<file path="src/rtl/cp0_reg.sv">
// CP0 coprocessor register file for a MIPS-style core.
// Holds the BadVAddr, Count, Compare, Status, Cause and EPC registers.
// Handles exception entry, ERET return, the Count/Compare timer interrupt
// and the registered pipeline-flush redirect.
module cp0_reg #(
   parameter logic [31:0] EXC_ENTRY = 32'hBFC0_0380,
   parameter int          COUNT_DIV = 2
) (
   input  logic        cpu_clk_50M,
   input  logic        cpu_rst,
   input  logic        wb_cp0_we,
   input  logic [4:0]  wb_cp0_waddr,
   input  logic [31:0] wb_cp0_wdata,
   input  logic [4:0]  raddr,
   output logic [31:0] rdata,
   input  logic [5:0]  int_i,
   input  logic        exc_valid,
   input  logic [4:0]  exc_code,
   input  logic [31:0] exc_pc,
   input  logic        exc_in_delay,
   input  logic [31:0] exc_badvaddr,
   input  logic        eret,
   output logic        int_req,
   output logic        flush,
   output logic [31:0] flush_pc,
   output logic [31:0] status_o,
   output logic [31:0] cause_o,
   output logic [31:0] epc_o
);

   localparam int DIV_W = (COUNT_DIV > 1) ? $clog2(COUNT_DIV) : 1;

   localparam logic [4:0] REG_BADVADDR = 5'd8;
   localparam logic [4:0] REG_COUNT    = 5'd9;
   localparam logic [4:0] REG_COMPARE  = 5'd11;
   localparam logic [4:0] REG_STATUS   = 5'd12;
   localparam logic [4:0] REG_CAUSE    = 5'd13;
   localparam logic [4:0] REG_EPC      = 5'd14;

   localparam logic [4:0] EXC_ADEL = 5'h04;
   localparam logic [4:0] EXC_ADES = 5'h05;

   // Timer state
   logic [31:0]      r_count;
   logic [31:0]      r_compare;
   logic [DIV_W-1:0] r_div;
   logic             r_ti;

   // Status fields (BEV is a constant 1 and not stored)
   logic [7:0]       r_status_im;
   logic             r_status_exl;
   logic             r_status_ie;

   // Cause fields
   logic             r_cause_bd;
   logic [5:0]       r_cause_ip_hw;
   logic [1:0]       r_cause_ip_sw;
   logic [4:0]       r_cause_exccode;

   // Exception bookkeeping
   logic [31:0]      r_epc;
   logic [31:0]      r_badvaddr;

   // Redirect outputs
   logic             r_flush;
   logic [31:0]      r_flush_pc;

   logic             w_wr_count;
   logic             w_wr_compare;
   logic             w_wr_status;
   logic             w_wr_cause;
   logic             w_wr_epc;
   logic             w_div_tc;
   logic             w_count_match;
   logic             w_exc_addr_fault;
   logic [31:0]      w_exc_epc;
   logic [7:0]       w_cause_ip;

   // Write-port decode; BadVAddr and unlisted numbers are never written
   assign w_wr_count   = wb_cp0_we && (wb_cp0_waddr == REG_COUNT);
   assign w_wr_compare = wb_cp0_we && (wb_cp0_waddr == REG_COMPARE);
   assign w_wr_status  = wb_cp0_we && (wb_cp0_waddr == REG_STATUS);
   assign w_wr_cause   = wb_cp0_we && (wb_cp0_waddr == REG_CAUSE);
   assign w_wr_epc     = wb_cp0_we && (wb_cp0_waddr == REG_EPC);

   assign w_div_tc         = (r_div == DIV_W'(COUNT_DIV - 1));
   assign w_count_match    = (r_count == r_compare);
   assign w_exc_addr_fault = (exc_code == EXC_ADEL) || (exc_code == EXC_ADES);
   assign w_exc_epc        = exc_in_delay ? (exc_pc - 32'd4) : exc_pc;
   assign w_cause_ip       = {r_cause_ip_hw, r_cause_ip_sw};

   assign status_o = {9'b0, 1'b1, 6'b0, r_status_im, 6'b0, r_status_exl, r_status_ie};
   assign cause_o  = {r_cause_bd, r_ti, 14'b0, r_cause_ip_hw, r_cause_ip_sw,
                      1'b0, r_cause_exccode, 2'b0};
   assign epc_o    = r_epc;
   assign flush    = r_flush;
   assign flush_pc = r_flush_pc;

   assign int_req = r_status_ie & ~r_status_exl & (|(w_cause_ip & r_status_im));

   // MFC0 read mux; unimplemented numbers read as zero
   always_comb begin
      rdata = 32'd0;
      case (raddr)
         REG_BADVADDR: rdata = r_badvaddr;
         REG_COUNT:    rdata = r_count;
         REG_COMPARE:  rdata = r_compare;
         REG_STATUS:   rdata = status_o;
         REG_CAUSE:    rdata = cause_o;
         REG_EPC:      rdata = r_epc;
         default:      rdata = 32'd0;
      endcase
   end

   // Count advances once per COUNT_DIV cycles; a software load restarts the divider phase
   always_ff @(posedge cpu_clk_50M or posedge cpu_rst) begin
      if (cpu_rst) begin
         r_count <= 32'd0;
         r_div   <= '0;
      end else if (w_wr_count) begin
         r_count <= wb_cp0_wdata;
         r_div   <= '0;
      end else if (w_div_tc) begin
         r_count <= r_count + 32'd1;
         r_div   <= '0;
      end else begin
         r_div   <= r_div + DIV_W'(1);
      end
   end

   // Compare register and timer interrupt flag; a Compare write beats a same-cycle match
   always_ff @(posedge cpu_clk_50M or posedge cpu_rst) begin
      if (cpu_rst) begin
         r_compare <= 32'd0;
         r_ti      <= 1'b0;
      end else if (w_wr_compare) begin
         r_compare <= wb_cp0_wdata;
         r_ti      <= 1'b0;
      end else if (w_count_match) begin
         r_ti      <= 1'b1;
      end
   end

   // Status: software write first, then ERET, then exception, so the later assignment wins on EXL
   always_ff @(posedge cpu_clk_50M or posedge cpu_rst) begin
      if (cpu_rst) begin
         r_status_im  <= 8'd0;
         r_status_exl <= 1'b0;
         r_status_ie  <= 1'b0;
      end else begin
         if (w_wr_status) begin
            r_status_im  <= wb_cp0_wdata[15:8];
            r_status_exl <= wb_cp0_wdata[1];
            r_status_ie  <= wb_cp0_wdata[0];
         end
         if (eret) begin
            r_status_exl <= 1'b0;
         end
         if (exc_valid) begin
            r_status_exl <= 1'b1;
         end
      end
   end

   // Cause: hardware IP lines resampled every cycle, software IP via MTC0, BD/ExcCode on exception
   always_ff @(posedge cpu_clk_50M or posedge cpu_rst) begin
      if (cpu_rst) begin
         r_cause_bd      <= 1'b0;
         r_cause_ip_hw   <= 6'd0;
         r_cause_ip_sw   <= 2'd0;
         r_cause_exccode <= 5'd0;
      end else begin
         r_cause_ip_hw <= {int_i[5] | r_ti, int_i[4:0]};
         if (w_wr_cause) begin
            r_cause_ip_sw <= wb_cp0_wdata[9:8];
         end
         if (exc_valid) begin
            r_cause_exccode <= exc_code;
            if (!r_status_exl) begin
               r_cause_bd <= exc_in_delay;
            end
         end
      end
   end

   // EPC and BadVAddr; a nested exception (EXL already set) keeps the original return address
   always_ff @(posedge cpu_clk_50M or posedge cpu_rst) begin
      if (cpu_rst) begin
         r_epc      <= 32'd0;
         r_badvaddr <= 32'd0;
      end else begin
         if (exc_valid && !r_status_exl) begin
            r_epc <= w_exc_epc;
         end else if (w_wr_epc) begin
            r_epc <= wb_cp0_wdata;
         end
         if (exc_valid && w_exc_addr_fault) begin
            r_badvaddr <= exc_badvaddr;
         end
      end
   end

   // One-cycle flush pulse with the redirect target; target holds between flushes
   always_ff @(posedge cpu_clk_50M or posedge cpu_rst) begin
      if (cpu_rst) begin
         r_flush    <= 1'b0;
         r_flush_pc <= 32'd0;
      end else begin
         r_flush <= exc_valid | eret;
         if (exc_valid) begin
            r_flush_pc <= EXC_ENTRY;
         end else if (eret) begin
            r_flush_pc <= r_epc;
         end
      end
   end

endmodule

</file>
<file path="config.mk">
export PLATFORM = sky130hd
export DESIGN_NAME = cp0_reg
export DESIGN_NICKNAME = d
export VERILOG_FILES = /design/src/rtl/cp0_reg.sv
export SDC_FILE = /design/constraint.sdc
export NUM_CORES = 1
export LEC_CHECK = 0
export CAP_MARGIN = 20
export CORE_ASPECT_RATIO = 1.4
export CORE_MARGIN = 2
export CORE_UTILIZATION = 52
export CTS_BUF_LIST = sky130_fd_sc_hd__clkbuf_16
export CTS_CLUSTER_DIAMETER = 100
export DETAILED_ROUTE_END_ITERATION = 10
export GPL_ROUTABILITY_DRIVEN = 0
export HOLD_SLACK_MARGIN = 0.03
export MAX_ROUTING_LAYER = met4
export PLACE_DENSITY = 0.86
export SLEW_MARGIN = 20
export SYNTH_ARGS = -nofsm -noshare
export SYNTH_HDL_FRONTEND = slang
export SYNTH_SLANG_ARGS = --single-unit
</file>
<file path="constraint.sdc">
create_clock -name cpu_clk_50M -period 10.1 [get_ports cpu_clk_50M]
set_input_delay 2.02 -clock cpu_clk_50M [delete_from_list [all_inputs] [get_ports cpu_clk_50M]]
set_output_delay 2.02 -clock cpu_clk_50M [all_outputs]
set_load 0.05 [all_outputs]
</file>
==> results of run 1 <==
[area by class of cell]
cell class	count	area [um^2]	share of cell area (%)
Clock buffer	17	425	3.24
Clock inverter	14	145	1.11
Inverter	7	33.8	0.258
Multi-Input combinational cell	710	4950	37.8
Sequential cell	187	4680	35.7
Tap cell	248	310	2.37
Timing Repair Buffer	258	2560	19.6
[worst max path at each step]
| stage | start | to |
|---|---|---|
| global route | raddr[4] | rdata[31] |
| detailed placement | raddr[4] | rdata[31] |
| CTS | raddr[4] | rdata[31] |
| finish | raddr[4] | rdata[31] |
| global placement | raddr[4] | rdata[31] |
| floorplan | cpu_rst | epc_o[0] |
[registers in the layout, summed over array words and instances (netlist names)]
register         count
flush                1
r_cause_ip_sw        2
r_div                1
r_count             32
r_badvaddr          32
r_cause_ip_hw        6
r_cause_bd           1
r_cause_exccode      5
flush_pc            32
r_status_exl         1
epc_o               32
r_compare           32
r_status_im          8
r_ti                 1
r_status_ie          1
[power breakdown]
group / switching, uW / leakage, uW / internal [uW]
combinational: 465 / 0.00273 / 331
clock: 300 / 0.000279 / 365
sequential: 218 / 0.00226 / 895
[cell usage in the layout (no fill, tap or decap), types with 37 or more instances in the layout]
| cell | n |
|---|---|
| mux2_2 | 80 |
| a22oi_1 | 53 |
| nand2_1 | 59 |
| nor2b_1 | 37 |
| a21oi_1 | 57 |
| nor2_1 | 70 |
| xnor2_1 | 68 |
| dfrtp_1 | 187 |
| conb_1 | 39 |
| clkdlybuf4s50_1 | 244 |
[worst max-delay path, delay by kind of cell]
family,cells,cell delay (ns)
buffers and inverters,3,1.75
AND/OR/NAND/NOR,3,0.53
AO/OA/AOI/OAI,1,0.20
[per-layer routing]
layer	track usage [%]	share of wire, %	up-vias
li1	-	-	3837
met1	36.3	34	4220
met2	57.7	53	506
met3	5.29	7.7	105
met4	15.3	5.4	0
met5	-	0	-
[per-stage QoR]
step / power, uW / area (um^2) / setup slack, ns
2_1_floorplan: 1600 / 10200 / 2.99
3_3_place_gp: 1890 / 12500 / 3.71
3_5_place_dp: 1910 / 12500 / 3.62
4_1_cts: 2570 / 13100 / 3.61
5_1_grt: 2670 / 13100 / 3.45
6_report: 2570 / 13100 / 3.57
[kinds of logic after synthesis]
kind of cell,Yosys count
muxes,111
DFF,187
AOI/OAI and AO/OA,175
and+or+nand+nor,293
buffers and inverters,112
other,2
xor gates and xnor gates,90
adders and majority gates,2
==> flow_metrics.tcl, run 1 <==
set metrics [dict create \
    dpl.hpwl_mm 23.8 \
    status "finished, final reports clean" \
    grt_max_degree 112 \
    async_flop_share_pct 100 \
    worst_ep_arrival_time_ns 4.51 \
    p_per_area_mw_per_mm2 196 \
    grt_util_all_layers_pct 32.9 \
    cts_buffers 17 \
    hold_violations 0 \
    min_from "r_badvaddr[0]" \
    fin_crit_ns 6.53 \
    hold_buffers 0 \
    holdPathStages 1 \
    synth_top_family_by_area "simple AND/OR/NAND/NOR gates" \
    boundaryPins 285 \
    syn_to_final_growth_pct 30.4 \
    cp_max_fo 32 \
    synth_cells 972 \
    layout.cells.non_filler 1441 \
    avgRoutedWirePerCell_um 22.7 \
    htreeDepth 4 \
    via_count 8668 \
    ys_seq_area_share_pct 46.5 \
    final-setup-viol-count 0 \
    relSlewSlack_pct 30.3 \
    finalCoreUtilization_pct 68.8 \
    die_area_mm2 0.0205 \
    dr.pass1.iters 7 \
    synth-edff-count 0 \
    crit_chain "clkdlybuf4s50_1, nand2b_1, nor3_2, buf_4, a222oi_1, nand2_1, clkdlybuf4s50_1" \
    r2r_slack_ns 7.61 \
    vdd_drop_max_mv 0.133 \
    synthXorXnorAreaFrac_pct 7.84 \
    place.port_buffers 245 \
    drv_slew 0 \
    worst_pin_slew_ns 1.05 \
    path_common_cell "clkdlybuf4s50_1" \
    fmax_ghz 0.153 \
    grt_pass1_vias 8582 \
    nets 1306 \
    worst_setup_path_end_kind "primary output" \
    synth_ff_type "dfrtp_1" \
    n_antenna_cell 0 \
    cts_resized 0 \
    cp-start-kind "input pin" \
    avgViaCountPerCell 6.02 \
    grt_remaining_overflow 0 \
    start_util_pct 52.7 \
    cts_tree "done" \
    post-route-period-util_pct 64.6 \
    synth_compound_area_share_pct 12.0 \
    die-height_um 169 \
    synth.distinct_cells 48 \
    synth-seq-cells 187 \
    cts_setup_buffers 0 \
    drive_gt1_share_pct 11.7 \
    yosysTopAreaCell "dfrtp_1" \
    placed_cells 1409 \
    grt_pass1_wl_mm 49.3 \
    fill_cells 1474 \
    skew_ns 0.00921 \
    r2r-start "r_count[0]" \
    drcViolationCount 0 \
    synthAdderAreaFrac_pct 0.249 \
    required_ns 8.08 \
    hold_path.class "reg2reg" \
    ant_nets 0 \
    placeableCoreArea_mm2 0.0191 \
    synth_area_per_cell_um2 10.3 \
    clk_latency_ns 0.44 \
    clock_sinks 187 \
    setup_tns_ns 0 \
    maxCapViolCount 0 \
    root_buffer "clkbuf_16" \
    synthTopCellsByArea "dfrtp_1 47%, mux2_2 9.0%, xnor2_1 5.9%, a22oi_1 4.0%, buf_4 3.3%" \
    clkSlewWorstSetupHoldPaths_ns 0.07 \
    ff2ff_path_depth 6 \
    clock_path_buffers 2 \
    syn_area_mm2 0.0101 \
    timing.hold.ws_ns 0.510 \
    synthTopCellsByCount "187 x dfrtp_1, 80 x mux2_2, 71 x nor2_1" \
    num_rows 60 \
    drtIter0Drc 938 \
    slowest_delay_ns 0.82 \
    antenna_found_initial 0 \
    critical_path_class "in2out" \
    synth_most_common_cell "dfrtp_1" \
    muxShareOfSynthArea_pct 12.0 \
    min_to "r_badvaddr[0]" \
    leakage_uw 0.00526 \
    dieWidth_um 122 \
    wl_mm 32.6 \
    rr_endpoint "r_count[20]" \
    yosysWarningCount 0 \
    slowest_stage "clkdlybuf4s50_1" \
    grt_setup_unrepaired "no" \
    synth_simple_gate_area_share_pct 15.3 \
    netlist.area_leader.share_pct 46.5 \
]
No activity file was read; power rests on OpenSTA's default activity.
==> inputs of run 2 (changes only) <==
Settings changed: CORE_UTILIZATION 52 to 44, PLACE_DENSITY 0.86 to 0.78.
Clock period 10.1 ns to 5.83 ns, I/O delays scaled along.
==> flow_metrics.tcl, run 2 (synthesized netlist as in run 1, its figures left out) <==
set metrics [dict create \
    status "finished, final reports clean" \
    htreeDepth 4 \
    num_rows 65 \
    clock_path_buffers 2 \
    drive_gt1_share_pct 11.7 \
    grt_setup_unrepaired "no" \
    leakage_uw 0.00526 \
    clock_sinks 187 \
    cts_tree "done" \
    n_antenna_cell 0 \
    setup_tns_ns 0 \
    boundaryPins 285 \
    maxCapViolCount 0 \
    grt_pass1_vias 8584 \
    grt_pass1_wl_mm 50.2 \
    cts_buffers 17 \
    multi_input_area_mm2 0.00495 \
    skew_ns 0.0119 \
    vdd_drop_max_mv 0.243 \
    dpl.hpwl_mm 24.5 \
    die_area_mm2 0.0241 \
    hold_violations 0 \
    fmax_ghz 0.208 \
    worst_setup_path_end_kind "primary output" \
    avgRoutedWirePerCell_um 22.0 \
    post-route-period-util_pct 82.5 \
    worst_pin_slew_ns 1.07 \
    final-setup-viol-count 0 \
    clk_latency_ns 0.45 \
    grt_remaining_overflow 0 \
    die-height_um 183 \
    hold_buffers 0 \
    layout.cells.non_filler 1494 \
    grt_max_degree 96 \
    drtIter0Drc 761 \
    root_buffer "clkbuf_16" \
    cp_max_fo 32 \
    start_util_pct 44.6 \
    placed_cells 1463 \
    worst_ep_arrival_time_ns 3.64 \
    via_count 8567 \
    place.port_buffers 245 \
    fill_cells 1942 \
    nets 1306 \
    syn_to_final_growth_pct 31.0 \
    antenna_found_initial 0 \
    p_per_area_mw_per_mm2 337 \
    required_ns 4.66 \
    seq_area_mm2 0.00468 \
    hold_path.class "reg2reg" \
    critical_path_class "in2out" \
    wl_mm 32.8 \
    drv_slew 0 \
    drcViolationCount 0 \
    avgViaCountPerCell 5.73 \
    final_common_cell "clkdlybuf4s50_1" \
    dr.pass1.iters 6 \
    relSlewSlack_pct 28.4 \
    fin_crit_ns 4.81 \
    dieWidth_um 132 \
    grt_util_all_layers_pct 28.2 \
    placeableCoreArea_mm2 0.0225 \
    clkSlewWorstSetupHoldPaths_ns 0.07 \
    ant_nets 0 \
    cts_resized 0 \
    final_cell_mix "244 x clkdlybuf4s50_1, 187 x dfrtp_1, 80 x mux2_2" \
    cts_setup_buffers 0 \
    cp-start-kind "input pin" \
]
run 2: routing by layer:
layer  up-vias  wire length (um)  part of all wire, %  global-route usage, %
li1       3832                 -                    -                      -
met4         0              1670                  5.1                   14.4
met3        89              1870                  5.7                   4.34
met2       420             17300                   53                   49.0
met5         -                 0                    0                      -
met1      4226             12000                   37                   31.5
run 2: final timing paths:
| path | startpoint | end | slack (ns) | cells past startpoint |
|---|---|---|---|---|
| setup / recovery | raddr[4] | rdata[31] | 1.02 | 7 |
| hold / removal | r_badvaddr[10] | r_badvaddr[10] | 0.51 | 1 |
| setup reg to reg | r_count[0] | r_count[28] | 3.32 | 6 |
| hold reg to reg | r_badvaddr[10] | r_badvaddr[10] | 0.51 | 1 |
| max in group asynchronous | cpu_rst | epc_o[22] | 3.37 | 3 |
| min in group asynchronous | cpu_rst | r_cause_ip_hw[4] | 1.23 | 2 |
run 2: power by group:
group          switching [uW]  internal [uW]  leakage, uW
sequential                376           1550      0.00226
clock                     545            599     0.000281
combinational             803            573      0.00272
total                    1720           2720      0.00526
run 2: layout make-up:
class | instances | area share [%]
clock inverters | 14 | 1.07
clock buffers | 17 | 3.23
flip-flops and latches | 187 | 35.5
well taps | 301 | 2.86
repair buffers | 258 | 19.5
multi-input cells | 710 | 37.6
inverters | 7 | 0.228
run 2: critical path, stage by stage:
cell and delay (ns):
clkdlybuf4s50_1 0.51, nand2b_1 0.24, nor3_2 0.12, buf_4 0.40
a222oi_1 0.20, nand2_1 0.16, clkdlybuf4s50_1 0.82
run 2: through the flow:
stage / hold slack [ns] / worst slack, ns / utilization, % / area (um^2) / power, uW
2_1_floorplan: 0.469 / 1.99 / - / 10200 / 2780
3_3_place_gp: 0.490 / 1.12 / 55.9 / 12600 / 3280
3_5_place_dp: 0.498 / 1.08 / 56.0 / 12600 / 3310
4_1_cts: 0.515 / 1.05 / 58.5 / 13200 / 4460
5_1_grt: 0.528 / 0.937 / 58.5 / 13200 / 4620
6_report: 0.515 / 1.02 / 58.5 / 13200 / 4450
==> inputs of run 3 (changes only) <==
Settings changed: CORE_UTILIZATION 44 to 49, PLACE_DENSITY 0.78 to 0.82.
Clock period 5.83 ns to 5 ns, I/O delays scaled along.
==> flow_metrics.tcl, run 3 (synthesized netlist as in run 1, its figures left out) <==
set metrics [dict create \
    cts_tree "done" \
    critical_path_class "in2out" \
    syn_to_final_growth_pct 32.3 \
    grt_pass1_wl_mm 49.3 \
    drcViolationCount 0 \
    maxCapViolCount 0 \
    r2r-start "r_count[0]" \
    hold_path.class "reg2reg" \
    min_from "r_badvaddr[31]" \
    worst_pin_slew_ns 1.04 \
    grt_util_all_layers_pct 30.4 \
    path_common_cell "clkdlybuf4s50_1" \
    ant_nets 0 \
    dr.pass1.iters 6 \
    avgViaCountPerCell 5.89 \
    hold_buffers 0 \
    avgRoutedWirePerCell_um 22.0 \
    nets 1307 \
    worstSetupStartpoint "raddr[2]" \
    status "finished, final reports clean" \
    grt-busiest-layer "met2" \
    power.total_uw 5170 \
    place.port_buffers 245 \
    placeableCoreArea_mm2 0.0203 \
    wl_mm 32.0 \
    finalCoreUtilization_pct 65.4 \
    clkPwrFrac_pct 25.3 \
    grt_max_degree 89 \
    p_comb_share_pct 31.4 \
    relSlewSlack_pct 30.8 \
    fin_crit_ns 4.32 \
    boundaryPins 285 \
    drtIter0Drc 789 \
    layout.cells.non_filler 1451 \
    dpl_cell_area_mm2 0.0127 \
    fmax_ghz 0.231 \
    dpl.hpwl_mm 23.8 \
    start_util_pct 49.5 \
    n_antenna_cell 0 \
    crit_chain "clkdlybuf4s50_1, nand2b_1, nor4_2, buf_4, a222oi_1, nand2_1, clkdlybuf4s50_1" \
    leakage_uw 0.00536 \
    grt_setup_unrepaired "no" \
    root_buffer "clkbuf_16" \
    swShare_pct 39.2 \
    met1_usage_pct 34.3 \
    grt_remaining_overflow 0 \
    final_common_cell "clkdlybuf4s50_1" \
    p_switching_uw 2030 \
    cts_setup_buffers 0 \
    setup_tns_ns 0 \
    worst_ep_arrival_time_ns 3.32 \
    p_seq_share_pct 43.3 \
    via_count 8550 \
    cts_buffers 17 \
    clk_latency_ns 0.45 \
    skew_ns 0.0109 \
    gr-usage-met3_pct 4.66 \
    post-route-period-util_pct 86.5 \
    clock_path_buffers 2 \
    clock_sinks 187 \
    slowest_delay_ns 0.80 \
    hold_violations 0 \
    design_area_mm2 0.0133 \
    vdd_drop_max_mv 0.242 \
    dieWidth_um 125 \
    required_ns 4.00 \
    cp-start-kind "input pin" \
    die_area_mm2 0.0217 \
    placed_cells 1419 \
    crit_family "buffers and inverters" \
    cts_resized 0 \
    htreeDepth 4 \
    grt_pass1_vias 8583 \
    cp_max_fo 32 \
    drv_slew 0 \
    p_per_area_mw_per_mm2 389 \
    antenna_found_initial 0 \
    final-setup-viol-count 0 \
    path_buf_inv 3 \
    num_rows 62 \
    clkSlewWorstSetupHoldPaths_ns 0.07 \
    worst_setup_path_end_kind "primary output" \
    slowest_stage "clkdlybuf4s50_1" \
    p_int_uw 3150 \
    met2_usage_pct 52.8 \
    final_cell_mix "217 x clkdlybuf4s50_1, 187 x dfrtp_1, 80 x mux2_2" \
    drive_gt1_share_pct 14.1 \
    die-height_um 173 \
]
run 3: path summary, 6_finish.rpt:
| path | depth (start not counted) | slack (ns) | end |
|---|---|---|---|
| max | 7 | 0.68 | rdata[6] |
| min | 1 | 0.51 | r_badvaddr[31] |
| max reg2reg | 6 | 2.55 | r_count[20] |
| min reg2reg | 1 | 0.51 | r_badvaddr[31] |
| max in group asynchronous | 3 | 3.25 | flush_pc[31] |
| min in group asynchronous | 2 | 0.93 | r_cause_ip_hw[5] |
run 3: power groups by stage:
stage | registers [uW] | clock network [uW] | logic (uW)
after floorplan | 2380 | 0 | 857
after global placement | 2240 | 0 | 1590
after detailed placement | 2260 | 0 | 1620
after CTS | 2230 | 1320 | 1630
after global routing | 2270 | 1390 | 1720
final | 2240 | 1310 | 1630
run 3: per-stage QoR:
step,hold WS (ns),worst slack [ns]
after floorplan,0.469,1.50
after global placement,0.487,0.752
after detailed placement,0.496,0.706
after CTS,0.512,0.690
after global routing,0.522,0.557
final,0.512,0.677
run 3: cell type report:
cell class | count | area, um^2
clock inverter | 15 | 133
clock buffer | 17 | 425
timing repair buffer | 259 | 2760
sequential | 187 | 4680
multi-input combinational | 710 | 4950
tap | 256 | 320
fill | 1639 | 7030
inverter | 7 | 30.0
run 3: layer usage:
metal	vias to the layer above	wire, um
li1	3841	-
met5	-	0
met4	0	1510
met2	400	17100
met3	82	1900
met1	4227	11500
run 3: worst reg2reg max path, delay by kind of cell, from the launching register on:
kind                     cells  cell delay, ns
AO/OA/AOI/OAI                1            0.10
adder cells (fa/ha/maj)      1            0.29
flip-flops                   1            0.49
XOR/XNOR                     1            0.23
AND/OR/NAND/NOR              3            1.18
